===== config.mk =====
export PLATFORM = sky130hd
export DESIGN_NAME = s_des_round_engine
export DESIGN_NICKNAME = d
export VERILOG_FILES = /design/src/rtl/s_des_round_engine.sv
export SDC_FILE = /design/constraint.sdc
export NUM_CORES = 1
export LEC_CHECK = 0
export CELL_PAD_IN_SITES_DETAIL_PLACEMENT = 1
export CELL_PAD_IN_SITES_GLOBAL_PLACEMENT = 1
export CORE_ASPECT_RATIO = 1.75
export CORE_MARGIN = 10
export CORE_UTILIZATION = 40
export CTS_CLUSTER_DIAMETER = 200
export CTS_CLUSTER_SIZE = 8
export DETAILED_ROUTE_END_ITERATION = 16
export GPL_TIMING_DRIVEN = 0
export PLACE_DENSITY_LB_ADDON = 0.3
export SLEW_MARGIN = 40
export SYNTH_ARGS = -nofsm -noshare
export SYNTH_HDL_FRONTEND = slang
export SYNTH_SLANG_ARGS = --single-unit

===== constraint.sdc =====
create_clock -name clk -period 8.73 [get_ports clk]
set_input_delay 2.619 -clock clk [delete_from_list [all_inputs] [get_ports clk]]
set_output_delay 2.619 -clock clk [all_outputs]
set_load 0.01 [all_outputs]

===== src/rtl/s_des_round_engine.sv =====
// Iterative S-DES engine: one Feistel round per clock, valid/ready handshake on input and output.
// Define S_DES_IP_EN to apply IP on capture and IP^-1 on output (identity otherwise).
module s_des_round_engine #(
    parameter int NUM_ROUNDS      = 2,
    parameter int KEY_SHIFT_FIRST = 1
) (
    input  logic        clk,
    input  logic        rst,
    input  logic        in_valid,
    output logic        in_ready,
    input  logic [7:0]  in_data,
    input  logic [9:0]  in_key,
    input  logic        in_decrypt,
    input  logic [31:0] S0,
    input  logic [31:0] S1,
    output logic        out_valid,
    input  logic        out_ready,
    output logic [7:0]  out_data
);

    typedef enum logic [1:0] {
        IDLE  = 2'd0,
        ROUND = 2'd1,
        DONE  = 2'd2
    } state_t;

    localparam logic [3:0] LAST_ROUND = 4'(NUM_ROUNDS - 1);
    localparam int         SHIFT0     = KEY_SHIFT_FIRST % 5;

    state_t      state_r;
    state_t      state_n;
    logic [3:0]  cnt_r;
    logic [7:0]  data_r;
    logic [9:0]  key_r;
    logic        dec_r;
    logic        in_ready_r;
    logic        out_valid_r;
    logic [7:0]  out_data_r;
    logic [3:0]  round_idx_s;
    logic [7:0]  subkey_s;
    logic [7:0]  fk_s;

    function automatic logic [7:0] ip_fwd(input logic [7:0] d);
`ifdef S_DES_IP_EN
        return {d[6], d[2], d[5], d[7], d[4], d[0], d[3], d[1]};
`else
        return d;
`endif
    endfunction

    function automatic logic [7:0] ip_inv(input logic [7:0] d);
`ifdef S_DES_IP_EN
        return {d[4], d[7], d[5], d[3], d[1], d[6], d[0], d[2]};
`else
        return d;
`endif
    endfunction

    function automatic logic [4:0] rol5(input logic [4:0] x, input logic [2:0] n);
        logic [4:0] y;
        case (n)
            3'd0:    y = x;
            3'd1:    y = {x[3:0], x[4]};
            3'd2:    y = {x[2:0], x[4:3]};
            3'd3:    y = {x[1:0], x[4:2]};
            3'd4:    y = {x[0], x[4:1]};
            default: y = x;
        endcase
        return y;
    endfunction

    // Cumulative rotate for a round: first shift, plus 2 per later round, wrapped mod 5.
    function automatic logic [2:0] rot_amt(input logic [3:0] idx);
        int t;
        t = (SHIFT0 + 2 * int'(idx)) % 5;
        return 3'(t);
    endfunction

    function automatic logic [7:0] subkey(input logic [9:0] k, input logic [3:0] idx);
        logic [9:0] p;
        logic [9:0] b;
        p = {k[7], k[5], k[8], k[3], k[6], k[0], k[9], k[1], k[2], k[4]};
        b = {rol5(p[9:5], rot_amt(idx)), rol5(p[4:0], rot_amt(idx))};
        return {b[4], b[7], b[3], b[6], b[2], b[5], b[0], b[1]};
    endfunction

    function automatic logic [1:0] sbox(input logic [31:0] tbl, input logic [3:0] x);
        logic [3:0]  e;
        logic [31:0] sh;
        e  = {x[3], x[0], x[2], x[1]};
        sh = tbl >> {e, 1'b0};
        return sh[1:0];
    endfunction

    function automatic logic [7:0] fk(input logic [7:0] d, input logic [7:0] k,
                                      input logic [31:0] t0, input logic [31:0] t1);
        logic [7:0] t;
        logic [3:0] s;
        logic [3:0] p;
        t = {d[0], d[3], d[2], d[1], d[2], d[1], d[0], d[3]} ^ k;
        s = {sbox(t0, t[7:4]), sbox(t1, t[3:0])};
        p = {s[2], s[0], s[1], s[3]};
        return {d[7:4] ^ p, d[3:0]};
    endfunction

    // Round datapath: decrypt walks the subkey schedule backwards.
    always_comb begin
        round_idx_s = dec_r ? (LAST_ROUND - cnt_r) : cnt_r;
        subkey_s    = subkey(key_r, round_idx_s);
        fk_s        = fk(data_r, subkey_s, S0, S1);
    end

    // State register.
    always_ff @(posedge clk or posedge rst) begin
        if (rst) begin
            state_r <= IDLE;
        end else begin
            state_r <= state_n;
        end
    end

    // Next-state logic.
    always_comb begin
        state_n = state_r;
        case (state_r)
            IDLE: begin
                if (in_valid) state_n = ROUND;
                else          state_n = IDLE;
            end
            ROUND: begin
                if (cnt_r == LAST_ROUND) state_n = DONE;
                else                     state_n = ROUND;
            end
            DONE: begin
                if (out_ready) state_n = IDLE;
                else           state_n = DONE;
            end
            default: state_n = IDLE;
        endcase
    end

    // Datapath and registered handshake outputs; reset discards any block in flight.
    always_ff @(posedge clk or posedge rst) begin
        if (rst) begin
            cnt_r       <= 4'd0;
            data_r      <= 8'd0;
            key_r       <= 10'd0;
            dec_r       <= 1'b0;
            in_ready_r  <= 1'b1;
            out_valid_r <= 1'b0;
            out_data_r  <= 8'd0;
        end else begin
            in_ready_r  <= (state_n == IDLE);
            out_valid_r <= (state_n == DONE);
            case (state_r)
                IDLE: begin
                    if (in_valid) begin
                        data_r <= ip_fwd(in_data);
                        key_r  <= in_key;
                        dec_r  <= in_decrypt;
                        cnt_r  <= 4'd0;
                    end
                end
                ROUND: begin
                    if (cnt_r == LAST_ROUND) begin
                        out_data_r <= ip_inv(fk_s);
                    end else begin
                        data_r <= {fk_s[3:0], fk_s[7:4]};
                        cnt_r  <= cnt_r + 4'd1;
                    end
                end
                DONE:    ;
                default: ;
            endcase
        end
    end

    assign in_ready  = in_ready_r;
    assign out_valid = out_valid_r;
    assign out_data  = out_data_r;

endmodule


Yosys cells after proc, flatten, opt, wreduce, memory -nomap -nowiden --
Cells that the tools add are included.
Cells by class: bitwise operators 2, equal/unequal tests 10, add/subtract/negate cells 3, div/mod/pow operators 1, muxes and demuxes 13, reductions and logical operators 6, shifts and indexed selects 2
Operators with widths (count):
- 32-bit by 5-bit right shift with 2-bit output | 2
- 32-bit by 4-bit remainder unit with 32-bit output, second input constant | 1
- 5-bit case mux with 4 select lines | 1
- 8-bit two-way mux | 2
- 8-bit case mux with 2 select lines | 1
- 4-bit two-way mux | 3
- 3-bit case mux with 4 select lines | 1
- 4-bit case mux with 2 select lines | 1
- 8-bit bitwise XOR | 1
- 1-bit by 5-bit adder with 6-bit output, first input constant | 1
- 3-bit by 2-bit == test with 1-bit output, second input constant | 2
- 2-bit case mux with 3 select lines | 1
- 4-bit by 1-bit adder with 4-bit output, second input constant | 1
- 2-bit == test, second input constant | 2
- 4-bit by 1-bit == test with 1-bit output, second input constant | 1
- 2-bit zero test | 2
- 2-bit two-way mux | 2
- 2-bit inequality test, second input constant | 2
- 2-bit AND reduction | 2
- 1-bit by 4-bit subtractor with 4-bit output, first input constant | 1
- 4-bit bitwise XOR | 1
- 3-bit by 1-bit == test with 1-bit output, second input constant | 1
- 3-bit == test, second input constant | 1
- 3-bit AND reduction | 1
- 3 further kinds | 3
Storage, ports and cells: word-level logic and storage cells 45, input port bits 87, output and inout bits 10, flip-flop bits (word level) 35

Depth between registers and ports, before layout --
Gate-level depths: netlist of the first run.
word-level depth 11, depth in mapped cells 21, depth with buffers taken out 17

Least setup slack after synthesis of the first run --
Ideal clock, no wire load.
path kind flip-flop to flip-flop, start point register cnt_r[1], end point register data_r[1], setup time 0.127 ns, clock period less this slack 4.819 ns, path slack 3.911 ns, required time 8.603 ns, path buffers 2, arrival 4.692 ns, stages on the path, launching flop included 20, path through dfrtp_1 -> buf_2 -> inv_2 -> ha_1 -> nand3b_1 -> nand3_2 -> inv_1 -> buf_2 -> ha_1 -> nand2b_1 -> and4_1 -> o31a_1 -> o21a_2 -> o311a_2 -> nor2_8 -> mux2i_1 -> mux2i_1 -> mux4_2 -> mux2i_1 -> nand3_1
Between the ends: cells in the longest elaborated chain, start to end 11, elaborated cells between the ends (all ways) 18, classes of those cells 2 x add/sub; 1 x div; 6 x eq/ne; 1 x shift; 5 x mux; 2 x bitwise; 1 x reduce/logical
RTL lines:
- start: declaration | RTL line 32 | logic [3:0] cnt_r;
- start signal: assignment | RTL line 169 | cnt_r <= cnt_r + 4'd1;
- 1-bit by 4-bit subtractor with 4-bit output | RTL line 108 | round_idx_s = dec_r ? (LAST_ROUND - cnt_r) : cnt_r;
- 4-bit two-way mux | RTL line 108
- 1-bit by 5-bit adder with 6-bit output | RTL line 75 | t = (SHIFT0 + 2 * int'(idx)) % 5;
- 32-bit by 4-bit remainder unit with 32-bit output | RTL line 75
- 3-bit == test (tied with other cells) | RTL line 61 | case (n)
- 5-bit case mux with 4 select lines / 3-bit case mux with 4 select lines (equally long branches) | RTL line 61
- 8-bit bitwise XOR | RTL line 100 | t = {d[0], d[3], d[2], d[1], d[2], d[1], d[0], d[3]} ^ k;
- 32-bit by 5-bit right shift with 2-bit output | RTL line 91 | sh = tbl >> {e, 1'b0};
- 4-bit bitwise XOR | RTL line 103 | return {d[7:4] ^ p, d[3:0]};
- 8-bit two-way mux | RTL line 165 | if (cnt_r == LAST_ROUND) begin
- 8-bit case mux with 2 select lines | RTL line 155 | case (state_r)
- end signal: assignment | RTL line 158 | data_r <= ip_fwd(in_data);
- end signal: assignment | RTL line 168 | data_r <= {fk_s[3:0], fk_s[7:4]};
- end: declaration | RTL line 33 | logic [7:0] data_r;
Several ways; a longest one is shown, not always the timed one. The select of a mux whose other input is x is not followed. A chain may end at the register's enable or synchronous reset.

Worst setup path in the final report of the first run --
start point register cnt_r[1], end point register data_r[0]
Same word-level chain as after synthesis.

==> summary.md, run 1 <==
| Metric | Value |
|---|---|
| Status | `completed` |
| WL met3 | `527 um` |
| Vias | `4458` |
| Setup tns final | `0 ns` |
| Vias per cell | `6.288` |
| Fin area | `5230 um^2` |
| Ratio of cells with drive above 1 in the final layout | `13.01%` |
| Non-filler instance count after layout | `709` |
| # nets final | `674` |
| Post-synth ARST share | `100.0%` |
| # IOs | `97` |
| Worst Hold Class | `reg -> reg` |
| Cts bufs inserted | `5` |
| Leading cell type in the layout, fill and taps excluded | `clkdlybuf4s50_1` |
| Dpl hpwl | `13.58 mm` |
| Vias in the first global route | `4878` |
| Congestion Overflow GR | `0` |
| CTS sink cnt | `35` |
| Total Wirelength | `16.70 mm` |
| Filler cells | `1207` |
| Syn Nets | `570` |
| WL/cell | `23.55 um` |
| Final worst slack | `2.296 ns` |
| Area after DPL | `5081 um^2` |
| Postcts setup bufs | `0` |
| DIE HEIGHT | `151.5 um` |
| Worst-path maximum fanout | `10` |
| Port bufs | `96` |
| Period minus WS final | `6.434 ns` |
| Final hold violations | `0` |
| Maxcap violations | `0` |
| DR top layer | `met4` |
| Main synth FF type | `dfrtp_1` |
| Final setup viols | `0` |
| EDFF count, synth | `0` |
| Worst clock skew | `0.005801 ns` |
| Crit path from | `cnt_r[1]` |
| Met1 Wirelength | `5.696 mm` |
| Achievable Freq | `155.4 MHz` |
| RSZ-0062 raised after global routing | `no` |
| Worst-path clk slew | `0.06 ns` |
| Die Wd | `95.16 um` |
| Global-route usage over all layers | `23.12%` |
| Worst skew pair latency | `0.28 ns` |
| Inst Count DP | `701` |
| Startpoint class of the critical path | `register` |
| RR Startpoint | `cnt_r[1]` |
| Starting Density | `40.39%` |
| First-pass GRT wire length | `26.16 mm` |
| WP data required | `8.89 ns` |
| Area grow syn2layout | `32.28%` |
| Worst Hold Launch | `out_data[0]` |
| Final period util | `73.70%` |
| Initial antenna violation count | `0` |
| #FFs+latches synth | `35` |
| Met2 Wirelength | `9.481 mm` |
| Clk root buf | `clkbuf_16` |
| CTS tree | `built` |
| Standard cell core area | `9789 um^2` |
| Critical path type | `reg -> reg` |
| Synth warn | `0` |
| Hold-fix buffers at CTS | `0` |
| Iter 0 DRT Violations | `266` |
| Max-slew headroom | `54.69%` |
| Maximum number of pins on one net before global-route repair | `36` |
| Most frequent cells in the layout | `clkdlybuf4s50_1, nand2_1, dfrtp_1` |
| Worst Setup End Kind | `register` |
| DRT Pass-1 Iters | `5` |
| Sequential share of the synthesized area | `22.18%` |
| Cells after Synth | `479` |
| Die Area | `14420 um^2` |
| Placer Congestion | `0.9546` |
| Max-slew violation count | `0` |
| Routed Antenna Nets | `0` |
| Least-Margin Pin Slew | `0.6691 ns` |
| Syn Area/Cell | `8.254 um^2` |
| Cell variety after synth | `84` |
| Synth Cell Area | `3954 um^2` |
| Clock Path Buffers | `2` |
| Diode count | `0` |
| Std-Cell Rows | `48` |
| CTS resizes | `0` |
| CTS H-tree depth | `2` |
| DR DRC count | `0` |
| Crit path arrival time | `6.60 ns` |
| Pre-CTS setup slack | `2.441 ns` |
## cell type report
type	count	area (um^2)	share of cell area, %
clock inverter	1	5.005	0.09569
buffer	39	201.4	3.852
sequential	35	877.1	16.77
clock buffer	7	142.6	2.727
inverter	13	50.05	0.9569
tap	125	156.4	2.990
multi-input combinational	392	2831	54.14
timing repair buffer	97	965.9	18.47
## worst max-delay path, cell delays in order, from the launching register on
cell      delay [ns]
dfrtp_1         0.47
buf_2           0.24
inv_2           0.24
ha_1            0.34
nand3b_1        0.27
nand3_2         0.24
inv_1           0.26
buf_2           0.30
ha_1            0.33
nor2b_1         0.33
nand4_1         0.33
o32ai_2         0.47
a221o_1         0.22
buf_2           0.22
buf_1           0.40
nor4_1          0.13
a311oi_1        0.48
mux4_2          0.35
mux2i_1         0.12
xnor2_1         0.27
a21oi_1         0.14
a21o_1          0.17
## worst paths after layout
kind / end / slack [ns] / cells after the start
max: data_r[0] / 2.30 / 21
min: out_data[0] / 0.52 / 1
max reg2reg: data_r[0] / 2.30 / 21
min reg2reg: out_data[0] / 0.52 / 1
max in group asynchronous: out_data[2] / 5.58 / 2
min in group asynchronous: cnt_r[2] / 2.73 / 2
## Yosys cell counts, types with 3 or more instances
cell / number / area [um^2]
mux2_2: 12 / 135.1
nand3_1: 11 / 55.05
buf_2: 10 / 50.05
dfrtp_1: 34 / 850.8
buf_4: 5 / 37.54
xnor2_1: 9 / 78.83
nor3_1: 8 / 40.04
nor4b_1: 3 / 26.28
a211oi_1: 12 / 90.09
inv_1: 12 / 45.04
a31oi_1: 5 / 31.28
a21oi_1: 14 / 70.07
and3_1: 3 / 18.77
clkbuf_1: 20 / 75.07
xor2_1: 4 / 35.03
nand2b_1: 7 / 43.79
ha_1: 4 / 50.05
or2_2: 5 / 31.28
nand2_1: 79 / 296.5
nor3b_1: 3 / 22.52
nor2_1: 27 / 101.4
mux2i_1: 16 / 160.2
a311oi_1: 12 / 105.1
a22oi_1: 4 / 30.03
mux4_2: 8 / 180.2
nor2b_1: 12 / 75.07
a21o_1: 3 / 22.52
a32oi_1: 22 / 192.7
a221o_1: 3 / 30.03
nor4_1: 20 / 125.1
nand4_1: 4 / 25.02
o21ai_0: 21 / 105.1
o21a_1: 3 / 22.52
## logic make-up (layout without fill, tap and decap cells)
family                     Yosys count  after routing  synth area share, %
xor gates and xnor gates            14             14                3.291
AOI/OAI and AO/OA                  140            140                28.64
adders and majority gates            4              4                1.266
and+or+nand+nor                    198            198                26.27
DFF                                 35             35                22.18
muxes                               36             36                12.03
buffers and inverters               52            157                6.329
## sequential cells by signal (all words and copies together), names as in the netlist
register / flops
in_ready: 1
data_r: 8
state_r: 2
out_data: 8
out_valid: 1
dec_r: 1
key_r: 10
cnt_r: 4
## metal layers
layer / track usage (%) / up-vias
met3: 2.763 / 55
met5: 0 / -
li1: - / 2055
met4: 13.16 / 0
met2: 45.07 / 166
met1: 22.09 / 2182
## metrics by stage
step | hold WS (ns) | util [%]
after floorplan | 0.5202 | -
after global placement | 0.4925 | 51.80
after detailed placement | 0.5084 | 51.90
after CTS | 0.5212 | 53.41
after global routing | 0.5409 | 53.43
final | 0.5164 | 53.43
Power of run 1 is left out: the tool's default activity adds up to more than one toggle a clock period on the data nets, which glitch-free logic cannot reach.
==> run 2: changes to the inputs <==
--- a/config.mk
+++ b/config.mk
@@ -9,7 +9,7 @@
 export CELL_PAD_IN_SITES_GLOBAL_PLACEMENT = 1
 export CORE_ASPECT_RATIO = 1.75
 export CORE_MARGIN = 10
-export CORE_UTILIZATION = 40
+export CORE_UTILIZATION = 37
 export CTS_CLUSTER_DIAMETER = 200
 export CTS_CLUSTER_SIZE = 8
 export DETAILED_ROUTE_END_ITERATION = 16
==> constraint.sdc (replaced) <==
create_clock -name clk -period 6.5 [get_ports clk]
set_input_delay 1.95 -clock clk [delete_from_list [all_inputs] [get_ports clk]]
set_output_delay 1.95 -clock clk [all_outputs]
set_load 0.01 [all_outputs]
==> summary.md, run 2 (synthesis gave the netlist of run 1 again) <==
| Metric | Value |
|---|---|
| Final period util | `95.68% (+22 points)` |
| Non-filler instance count after layout | `712 (+0.42%)` |
| Most frequent cells in the layout | `clkdlybuf4s50_1, nand2_1, dfrtp_1` |
| Routing usage on met3 | `2.910% (+0.15 points)` |
| Max-slew headroom | `39.60% (-15 points)` |
| Clock Path Buffers | `2 (unchanged)` |
| Vias in the first global route | `4953 (+1.5%)` |
| Crit path from | `cnt_r[1]` |
| Least-Margin Pin Slew | `0.8946 ns (+0.2255 ns)` |
| Standard cell core area | `10360 um^2 (+5.8%)` |
| Global-route usage over all layers | `20.37% (-2.8 points)` |
| Crit-path max cell delay | `0.63 ns (+0.15 ns)` |
| CTS H-tree depth | `2 (unchanged)` |
| CTS sink cnt | `35 (unchanged)` |
| Vias per cell | `6.303 (+0.25%)` |
| Worst-path maximum fanout | `10 (unchanged)` |
| Worst Hold Class | `reg -> reg` |
| Maximum number of pins on one net before global-route repair | `36 (unchanged)` |
| Crit path arrival time | `6.39 ns (-0.21 ns)` |
| Worst clock skew | `0.006278 ns (+0.0004770 ns)` |
| CP cell instances | `clkbuf_4, inv_2, ha_1, nand3b_1, nand3_2, clkinvlp_4, buf_2, ha_1, and3b_1, nand4_1, a211oi_2, a221o_1, buf_2, clkbuf_2, nor4_1, a311oi_1, mux4_2, mux2i_1, xnor2_1, a21oi_1, a21o_1` |
| R2r endpoint | `data_r[3]` |
| Critical path type | `reg -> reg` |
| WL/cell | `23.18 um (-1.6%)` |
| Cts bufs inserted | `5 (unchanged)` |
| Port bufs | `96 (unchanged)` |
| Inst Count DP | `703 (+0.29%)` |
| WP data required | `6.67 ns (-2.22 ns)` |
| Filler cells | `1245 (+3.1%)` |
| Std-Cell Rows | `49 (+2.1%)` |
| Final worst slack | `0.2809 ns (-2.015 ns)` |
| Starting Density | `38.16% (-2.2 points)` |
| Pre-CTS setup slack | `0.2868 ns (-2.154 ns)` |
| Worst skew pair latency | `0.28 ns (about the same)` |
| GRT Max-Usage Layer | `met2` |
| Area grow syn2layout | `34.24%` |
| Maxcap violations | `0 (unchanged)` |
| Biggest register | `key_r` |
| GR Layer Usage met1 | `18.60% (-3.5 points)` |
| Final setup viols | `0 (unchanged)` |
| Max-slew violation count | `0 (unchanged)` |
| Max reg flops | `10 (unchanged)` |
| Worst-case reg-to-reg path depth | `21 (unchanged)` |
| Reg2reg setup slack | `0.28 ns (-2.02 ns)` |
| Die Wd | `98.14 um (+3.1%)` |
| First-pass GRT wire length | `25.88 mm (-1.1%)` |
| CP endpoint | `data_r[3]` |
| Routed Antenna Nets | `0 (unchanged)` |
| # nets final | `675 (+0.15%)` |
| Iter 0 DRT Violations | `216 (-19%)` |
| Leading cell type in the layout, fill and taps excluded | `clkdlybuf4s50_1` |
| Hold-fix buffers at CTS | `0 (unchanged)` |
| DR DRC count | `0 (unchanged)` |
| Vias | `4488 (+0.67%)` |
| Ratio of cells with drive above 1 in the final layout | `14.02% (+1.0 points)` |
| RR Startpoint | `cnt_r[1]` |
| Dpl hpwl | `13.30 mm (-2.1%)` |
| Diode count | `0 (unchanged)` |
| Period minus WS final | `6.219 ns (-0.2149 ns)` |
| Fin Hold WS | `0.5121 ns (-0.004354 ns)` |
| Critical-path top delay cell | `a211oi_2` |
| DIE HEIGHT | `156.8 um (+3.5%)` |
| Worst-path clk slew | `0.06 ns (about the same)` |
| Congestion Overflow GR | `0 (unchanged)` |
| Clk root buf | `clkbuf_16` |
| Met2 Track Usage GR | `40.88% (-4.2 points)` |
| Initial antenna violation count | `0 (unchanged)` |
| CTS tree | `built` |
| Status | `completed` |
| Die Area | `15380 um^2 (+6.7%)` |
| Setup tns final | `0 ns (unchanged)` |
| Worst Setup End Kind | `register` |
| Startpoint class of the critical path | `register` |
| Total Wirelength | `16.50 mm (-1.2%)` |
| Final hold violations | `0 (unchanged)` |
| RSZ-0062 raised after global routing | `no` |
| Placer Congestion | `0.9432 (-1.2%)` |
| # IOs | `97 (unchanged)` |
| Achievable Freq | `160.8 MHz (+3.5%)` |
| DRT Pass-1 Iters | `6 (+1)` |
run 2: changes by cell type in the layout (fill, tap and decap cells not counted), sizes merged:
cell	change
bufinv	+1
clkinvlp	+1
buf	-1
clkbuf	+1
clkinv	-1
run 2: layer usage:
layer,share of wire [%],up-vias
li1,-,2056
met1,33,2230
met2,58,153
met3,3.6,49
met4,5.5,0
met5,0,-
run 2: cell type report:
cell class                      instances  area (um^2)  share of cell area (%)
Multi-Input combinational cell        392         2863                   53.94
Timing Repair Buffer                   98        972.2                   18.32
Sequential cell                        35        877.1                   16.53
Buffer                                 39        205.2                   3.866
Tap cell                              127        158.9                   2.994
Clock buffer                            6        138.9                   2.617
Inverter                               13        53.80                   1.014
Clock inverter                          2        38.79                  0.7308
run 2: how the worst min path moves through the flow:
stage                      startpoint  slack, ns           to  depth (start not counted)
after floorplan              key_r[7]       0.52     key_r[7]                          1
after global placement    out_data[0]       0.50  out_data[0]                          1
after detailed placement  out_data[0]       0.50  out_data[0]                          1
after CTS                 out_data[0]       0.52  out_data[0]                          1
after global routing      out_data[0]       0.53  out_data[0]                          1
final                     out_data[0]       0.51  out_data[0]                          1
run 2: what timing repair did:
action / 4_1_cts / 5_1_grt
resized for setup: 0 / 8
setup buffers: 0 / 1
endpoints found under the hold margin: 0 / 0
setup endpoints to repair: 0 / 5
run 2: stage by stage:
stage	area [um^2]	utilization (%)
floorplan	3954	-
global placement	5074	48.97
detailed placement	5082	49.05
CTS	5260	50.77
global route	5308	51.23
finish	5308	51.23
run 2: worst max-delay path, delay by kind of cell, from the launching register on:
kind	cells	cell delay, ns
xor gates and xnor gates	1	0.30
and+or+nand+nor	5	1.16
buffers and inverters	6	1.44
AOI/OAI and AO/OA	5	1.60
muxes	2	0.44
DFF	1	0.48
adders and majority gates	2	0.66
Power of run 2 is left out for the same reason.
